## src/rtl/fx_mem_sched.sv

```systemverilog
// Per-sample scheduler for the chorus/reverb delay-line RAM: read two taps, write the new sample, publish.
// Optional build macro FX_SCHED_OVR_CNT_EN adds an 8-bit saturating dropped-tick counter (ovr_count).
module fx_mem_sched #(
  parameter int ADDR_W = 12,
  parameter int DATA_W = 16
) (
  input  logic              clk,
  input  logic              reset,
  input  logic              sample_tick,
  input  logic [DATA_W-1:0] sample_in,
  input  logic [ADDR_W-1:0] chor_dly,
  input  logic [ADDR_W-1:0] rev_dly,
  input  logic              clr_overrun,
  output logic [ADDR_W-1:0] mem_addr,
  output logic              mem_we,
  output logic [DATA_W-1:0] mem_wdata,
  input  logic [DATA_W-1:0] mem_rdata,
  output logic [DATA_W-1:0] dry_out,
  output logic [DATA_W-1:0] chor_out,
  output logic [DATA_W-1:0] rev_out,
  output logic              taps_valid,
  output logic              busy,
`ifdef FX_SCHED_OVR_CNT_EN
  output logic [7:0]        ovr_count,
`endif
  output logic              overrun
);

  localparam logic [2:0] IDLE    = 3'd0;
  localparam logic [2:0] RD_CHOR = 3'd1;
  localparam logic [2:0] RD_REV  = 3'd2;
  localparam logic [2:0] WRITE   = 3'd3;
  localparam logic [2:0] DONE    = 3'd4;

  logic [2:0]        state_q, state_d;
  logic [ADDR_W-1:0] wr_ptr_q, wr_ptr_d;
  logic [ADDR_W-1:0] rev_addr_q, rev_addr_d;
  logic [DATA_W-1:0] in_q, in_d;
  logic [ADDR_W-1:0] mem_addr_q, mem_addr_d;
  logic              mem_we_q, mem_we_d;
  logic [DATA_W-1:0] mem_wdata_q, mem_wdata_d;
  logic [DATA_W-1:0] dry_q, dry_d;
  logic [DATA_W-1:0] chor_q, chor_d;
  logic [DATA_W-1:0] rev_q, rev_d;
  logic              tv_q, tv_d;
  logic              overrun_q, overrun_d;
  logic              drop;

  assign drop = sample_tick && (state_q != IDLE);

  // Both tap addresses are resolved at the accepted tick, so delay inputs
  // that change mid-sequence cannot disturb the sequence in flight.
  always_comb begin
    state_d     = state_q;
    wr_ptr_d    = wr_ptr_q;
    rev_addr_d  = rev_addr_q;
    in_d        = in_q;
    mem_addr_d  = mem_addr_q;
    mem_we_d    = 1'b0;
    mem_wdata_d = mem_wdata_q;
    dry_d       = dry_q;
    chor_d      = chor_q;
    rev_d       = rev_q;
    tv_d        = 1'b0;
    case (state_q)
      IDLE: begin
        if (sample_tick) begin
          in_d       = sample_in;
          mem_addr_d = wr_ptr_q - chor_dly;
          rev_addr_d = wr_ptr_q - rev_dly;
          state_d    = RD_CHOR;
        end
      end
      RD_CHOR: begin
        mem_addr_d = rev_addr_q;
        state_d    = RD_REV;
      end
      RD_REV: begin
        chor_d      = mem_rdata;
        mem_addr_d  = wr_ptr_q;
        mem_we_d    = 1'b1;
        mem_wdata_d = in_q;
        state_d     = WRITE;
      end
      WRITE: begin
        // Outputs land together so they are all valid in the DONE cycle.
        rev_d   = mem_rdata;
        dry_d   = in_q;
        tv_d    = 1'b1;
        state_d = DONE;
      end
      DONE: begin
        wr_ptr_d = wr_ptr_q + 1'b1;
        state_d  = IDLE;
      end
      default: state_d = IDLE;
    endcase
  end

  always_comb begin
    overrun_d = overrun_q;
    if (drop)             overrun_d = 1'b1;
    else if (clr_overrun) overrun_d = 1'b0;
  end

  always_ff @(posedge clk or negedge reset) begin
    if (!reset) begin
      state_q     <= IDLE;
      wr_ptr_q    <= '0;
      rev_addr_q  <= '0;
      in_q        <= '0;
      mem_addr_q  <= '0;
      mem_we_q    <= 1'b0;
      mem_wdata_q <= '0;
      dry_q       <= '0;
      chor_q      <= '0;
      rev_q       <= '0;
      tv_q        <= 1'b0;
      overrun_q   <= 1'b0;
    end else begin
      state_q     <= state_d;
      wr_ptr_q    <= wr_ptr_d;
      rev_addr_q  <= rev_addr_d;
      in_q        <= in_d;
      mem_addr_q  <= mem_addr_d;
      mem_we_q    <= mem_we_d;
      mem_wdata_q <= mem_wdata_d;
      dry_q       <= dry_d;
      chor_q      <= chor_d;
      rev_q       <= rev_d;
      tv_q        <= tv_d;
      overrun_q   <= overrun_d;
    end
  end

`ifdef FX_SCHED_OVR_CNT_EN
  logic [7:0] ovr_cnt_q, ovr_cnt_d;

  always_comb begin
    ovr_cnt_d = ovr_cnt_q;
    if (drop && clr_overrun)              ovr_cnt_d = 8'd1;
    else if (clr_overrun)                 ovr_cnt_d = 8'd0;
    else if (drop && ovr_cnt_q != 8'hFF)  ovr_cnt_d = ovr_cnt_q + 8'd1;
  end

  always_ff @(posedge clk or negedge reset) begin
    if (!reset) ovr_cnt_q <= 8'd0;
    else        ovr_cnt_q <= ovr_cnt_d;
  end

  assign ovr_count = ovr_cnt_q;
`endif

  assign mem_addr   = mem_addr_q;
  assign mem_we     = mem_we_q;
  assign mem_wdata  = mem_wdata_q;
  assign dry_out    = dry_q;
  assign chor_out   = chor_q;
  assign rev_out    = rev_q;
  assign taps_valid = tv_q;
  assign busy       = (state_q != IDLE);
  assign overrun    = overrun_q;

endmodule

```

## config.mk

```make
export PLATFORM = sky130hd
export DESIGN_NAME = fx_mem_sched
export DESIGN_NICKNAME = d
export VERILOG_FILES = /design/src/rtl/fx_mem_sched.sv
export SDC_FILE = /design/constraint.sdc
export NUM_CORES = 1
export LEC_CHECK = 0
export ABC_AREA = 1
export CORE_ASPECT_RATIO = 1.4
export CORE_MARGIN = 3
export CORE_UTILIZATION = 31
export CTS_CLUSTER_DIAMETER = 200
export DETAILED_ROUTE_END_ITERATION = 6
export REMOVE_ABC_BUFFERS = 1
export SKIP_LAST_GASP = 1
export SYNTH_ARGS = -nofsm -noshare
export SYNTH_HDL_FRONTEND = slang
export SYNTH_SLANG_ARGS = --single-unit
```

## constraint.sdc

```tcl
create_clock -name clk -period 2.06 [get_ports clk]
set_input_delay 0.412 -clock clk [delete_from_list [all_inputs] [get_ports clk]]
set_output_delay 0.412 -clock clk [all_outputs]
set_load 0.01 [all_outputs]
```

# --- After elaboration in Yosys (flattened, before gate mapping) ---
# Index checks and enable logic that the tools add are counted.
totals:
  register_bits: 122
  inputBits: 60
  out_inout_bits: 80
op_classes:
  add_sub_neg: 3
  n_eq_ne: 5
  muxes: 8
  reduce_logical: 7
ops:
  columns: ["op", "n"]
  rows:
  - ["$pmux 12 s3", 1]
  - ["$sub 12x12->12", 2]
  - ["$add 12x1->12 const B", 1]
  - ["$mux 12", 1]
  - ["$pmux 3 s4", 1]
  - ["$eq 3x2->1 const B", 2]
  - ["$reduce_bool 3->1", 2]
  - ["$mux 1", 4]
  - ["$reduce_and 2->1", 2]
  - ["$eq 3x1->1 const B", 1]
  - ["$eq 3x3->1 const B", 1]
  - ["$logic_not 3->1", 1]
  - ["$mux 3", 1]
  - ["$ne 2x2->1 const B", 1]
  - ["$reduce_bool 2->1", 1]
  - ["$logic_and 1x1->1", 1]

# --- Longest topological paths before layout ---
depth:
  depth_word: 3
  ltp_mapped: 13

# --- Worst setup path after synthesis ---
# OpenSTA, ideal clock, no wires.
synth_timing:
  path_kind: "reg-to-reg"
  start: "register wr_ptr_q[0]"
  end: "register mem_addr_q[6] (netlist: mem_addr[6])"
  setup_time_ns: 0.077
  arrival_time_ns: 1.712
  required_ns: 1.983
  setup_slack_ns: 0.271
  path_stages_with_launch: 12
  path_buffers: 0
  synth_period_minus_slack_ns: 1.789
  cell_sequence: "dfrtp_1 > inv_1 > ha_1 > inv_1 > fa_1 > nand3_1 > nand3_1 > nand2_1 > nand2_1 > a21oi_1 > o21ai_0 > a21oi_1"
synth_via:
  elab_chain_len: 3
synth_lines:
  columns: ["item", "line", "source"]
  rows:
  - ["from (decl)", "36", "logic [ADDR_W-1:0] wr_ptr_q, wr_ptr_d;"]
  - ["from (signal assigned)", "122", "wr_ptr_q <= wr_ptr_d;"]
  - ["$sub 12x12->12", "69", "mem_addr_d = wr_ptr_q - chor_dly;"]
  - ["$mux 12", "67", "if (sample_tick) begin"]
  - ["$pmux 12 s3", "65", "case (state_q)"]
  - ["to (signal assigned)", "125", "mem_addr_q <= mem_addr_d;"]
  - ["to (decl)", "39", "logic [ADDR_W-1:0] mem_addr_q, mem_addr_d;"]
# Every way passes these cells. The select of a mux whose other input is x is not followed.
# A chain may end at the register's enable or synchronous reset.

# --- Worst setup path after layout ---
layout_timing:
  start: "register state_q[2]"
  end: "output port busy"
layout_via:
  elab_chain_len: 1
layout_lines:
  columns: ["item", "line", "source"]
  rows:
  - ["from (decl)", "35", "logic [2:0] state_q, state_d;"]
  - ["from (signal assigned)", "121", "state_q <= state_d;"]
  - ["$reduce_bool 3->1", "161", "assign busy = (state_q != IDLE);"]
  - ["to (decl)", "22", "output logic busy,"]
# Every way passes these cells.

==> results.md <==
- The library cell used most frequently in the layout, excluding fill and tap cells, is sky130_fd_sc_hd__nand2_1.
- Synthesis handed over a netlist of 735 instances.
- Ranked by total cell area, the synthesized netlist is headed by sky130_fd_sc_hd__dfrtp_1 (49%), sky130_fd_sc_hd__nand2_1 (11%), sky130_fd_sc_hd__inv_1 (6.6%), sky130_fd_sc_hd__o21ai_0 (5.9%), sky130_fd_sc_hd__ha_1 (4.6%).
- In the layout the commonest cells are sky130_fd_sc_hd__nand2_1 (182), sky130_fd_sc_hd__clkdlybuf4s50_1 (137), sky130_fd_sc_hd__dfrtp_1 (120).
- The worst setup margin is 0.2008 ns.
- The synthesized design spends more area on one cell type than any other, namely sky130_fd_sc_hd__dfrtp_1.
- The number of detailed-routing iterations run before antenna repair is 4.
- The signal arrival time at the worst endpoint is 1.45 ns.
- Per report_power, the combinational group accounts for 43.7% of the total.
- The total overflow left after global routing is 0.
- Before CTS, the worst setup slack after placement is -0.2310 ns.
- The worst clock skew on the final layout is 0.01433 ns.
- After synthesis, the mean cell area works out to 8.459 um2.
- In this run, synthesis produced a sequential element count of 122.
- The H-tree was split into 4 levels.
- The relative slew slack is 49.78%.
- The antenna diode count is 0.
- The power per cell area is 1447 nW/um2.
- The worst voltage drop across the vdd grid is 0.0006477 V.
- The share of power burned in registers is 32.0%.
- The maximum number of pins on one net before global-route repair is 65.
- The number of warnings printed during yosys synthesis is 0.
- Across all layers, the routed design uses 5195 vias.
- The worst setup path is of the reg -> out kind.
- For the finished layout, the period the worst path requires is 1.859 ns.
- The design draws 0.01263 W.
- Setup repair after global routing left no endpoint under its margin.
- In this run the power spent charging and discharging nets is 0.004645 W.
- The clock passes through at most 2 buffers.
- The floorplan die height is 173.6 um.
- The part of the cycle the worst path needs is 90.25%.
- The net count of the finished layout is 998.
- The startpoint type of the worst setup path is a register.
- The mapped netlist covers 6217 um2.
- The element type at the critical path end is an output pin.
- The number of pins with negative max-slew slack in the final report is 0.
- In this design, the stage delay of the slowest critical-path cell is 0.47 ns.
- In this run the static leakage power is 4.269 nW.
- The routed design has 15.89 mm of wire.
- At the later pin of the worst-skew pair, clock insertion delay measures 0.41 ns.
- The number of setup buffers added after CTS is 0.
- At the end of routability-driven placement, the weighted congestion stood at 0.8575.
- The count of unique library cells instantiated by Yosys is 37.
- The number of sinks handled by clock tree synthesis is 122.
- Dividing the detail-routed via count by the number of cells gives 4.425.
- The initial utilization of the core area, before any placement, comes to 31.98%.
- The share of the synthesized area in the top cell type is 49.10%.
- CTS placed an instance of sky130_fd_sc_hd__clkbuf_16 at the clock tree root.
- Buffers placed on the I/O ports in this run total 139.
- The standard cell core area is 19440 um2.
- After clock tree synthesis, the clock-pin slew on the worst setup and hold paths is 0.06 ns.
- The part of the total power dissipated in the clock network is 24.3%.
- Row generation in the floorplan step produced 60 rows.
- In this run the remaining antenna-violating nets after routing total 0.
- The number of clock buffers added by TritonCTS is 17.
- The post-detailed-route DRC marker count is 0.
- The run finished with clean final reports.
- The share of synthesized area occupied by flip-flops and latches is 49.10%.
- Of all nets on the critical path, the largest fanout is 5.
- The initial antenna violation count is 0.
- The HPWL after detailed placement is 12.14 mm.
- The fraction of layout cells with a size suffix above 1 is 13.82%.
- In this run the worst hold path is classified as in -> async.
- Derived from the worst setup path, the maximum achievable clock frequency is 537.9 MHz.
- The wire length of the first global-routing pass is 26.62 mm.
- Traced cell by cell, the critical path runs through nor2_4 -> nand2_1 -> dlygate4sd2_1.
- The full die area is 21820 um2.
- Cell internal power was estimated by the tool at 0.007987 W.
- STA puts the critical path data required time at 1.65 ns.
- The number of hold violations in the final report is 0.
- In this run the count of I/O pins placed on the die edge is 140.
- The via count of the first global-routing pass came to 5322.
- The wire length per cell after detailed routing is 13.54 um.
- The detailed router finished its first iteration with 192 violations.
- The die is 125.7 um wide.
- The library cell contributing the largest single delay on the critical path is sky130_fd_sc_hd__dfrtp_2.
- At the pin with the least slew margin, the transition time is 0.7532 ns.
- The area growth from synthesis to final layout is 40.39%.
- The CTS tree is built.
- Max-cap violations in this run came to 0.
- In this run switching power makes up 36.77% of total power.
- The final setup violation count is 0.
- Global routing used 15.12% of the available tracks.
## repair_timing
action / in CTS / in global routing
gates resized for setup: 4 / 3
endpoints found under the hold margin: 25 / 0
setup endpoints to repair: 1 / 4
hold buffers: 1 / 0
## kinds of logic after synthesis
group,count (synthesis),synth area share (%)
fa+ha+maj,25,5.273
flops,122,49.10
simple gates,290,20.19
buf+inv,140,10.00
xor+xnor,19,2.677
compound gates,139,12.76
## flip-flops by register name (all words and copies together) (netlist names)
| name | count |
|---|---|
| mem_addr | 12 |
| state_q | 3 |
| dry_out | 16 |
| rev_out | 16 |
| in_q | 16 |
| overrun | 1 |
| chor_out | 16 |
| mem_wdata | 16 |
| taps_valid | 1 |
| mem_we | 1 |
| rev_addr_q | 12 |
| wr_ptr_q | 12 |
## power by group through the flow
stage / Clock (W) / Combinational [W] / Sequential (W)
after floorplan: 0 / 0.00251 / 0.00437
after global placement: 0 / 0.00555 / 0.00406
after detailed placement: 0 / 0.00563 / 0.00409
after CTS: 0.00316 / 0.00564 / 0.00406
after global routing: 0.00326 / 0.00618 / 0.00420
final: 0.00307 / 0.00552 / 0.00404
## worst paths after layout
check | startpoint | end | slack [ns] | cells past startpoint
min | reset | rev_out[0]$_DFFE_PN0P_ | 0.48 | 2
min in group clk | dry_out[15]$_DFFE_PN0P_ | dry_out[15]$_DFFE_PN0P_ | 0.48 | 2
max in group asynchronous | reset | state_q[2]$_DFFE_PN0P_ | 0.98 | 3
min reg2reg | dry_out[15]$_DFFE_PN0P_ | dry_out[15]$_DFFE_PN0P_ | 0.48 | 2
max | state_q[2]$_DFFE_PN0P_ | busy | 0.20 | 3
max reg2reg | wr_ptr_q[0]$_DFFE_PN0N_ | rev_addr_q[8]$_DFFE_PN0P_ | 0.22 | 10
## per-layer routing
metal	vias up	share of wire, %	GRT usage [%]
li1	2692	-	-
met1	2381	42	17.90
met2	109	53	27.72
met3	13	3.4	2.281
met4	0	1.5	5.018
met5	-	0	0
## per-stage QoR
stage	hold slack (ns)	area, um2	setup TNS [ns]	utilization [%]	std cells
floorplan	0.1164	6035	0	-	711
global placement	0.3596	8094	-1.563	41.63	1141
detailed placement	0.3581	8094	-1.952	41.63	1141
CTS	0.4659	8721	0	44.85	1174
global route	0.4934	8728	0	44.89	1174
finish	0.4776	8728	0	44.89	1174
## critical path: cells and delay by family (launching register included)
| kind | cells | cell delay, ns |
|---|---|---|
| buffers and inverters | 1 | 0.30 |
| DFF | 1 | 0.47 |
| and+or+nand+nor | 2 | 0.27 |
## cell usage after synthesis (all sizes together)
library cell	n
nand2	187
dfrtp	122
inv	115
o21ai	110
nor2	46
nand3	38
ha	23
a21oi	21
buf	21
xor2	16
nor3	9
nand4	5
clkbuf	3
o22ai	3
xnor2	3
a211oi	2
a31oi	2
fa	2
nand3b	2
or2	2
and2	1
clkinv	1
o21bai	1
## cell type report
type | count | area (um2)
fill | 1908 | 10720
sequential | 122 | 3055
multi-input combinational | 473 | 2555
timing repair buffer | 183 | 1758
clock buffer | 18 | 439.2
inverter | 116 | 439.2
tap | 248 | 310.3
clock inverter | 14 | 171.4
Note: power is estimated with default switching activity, not from simulation.
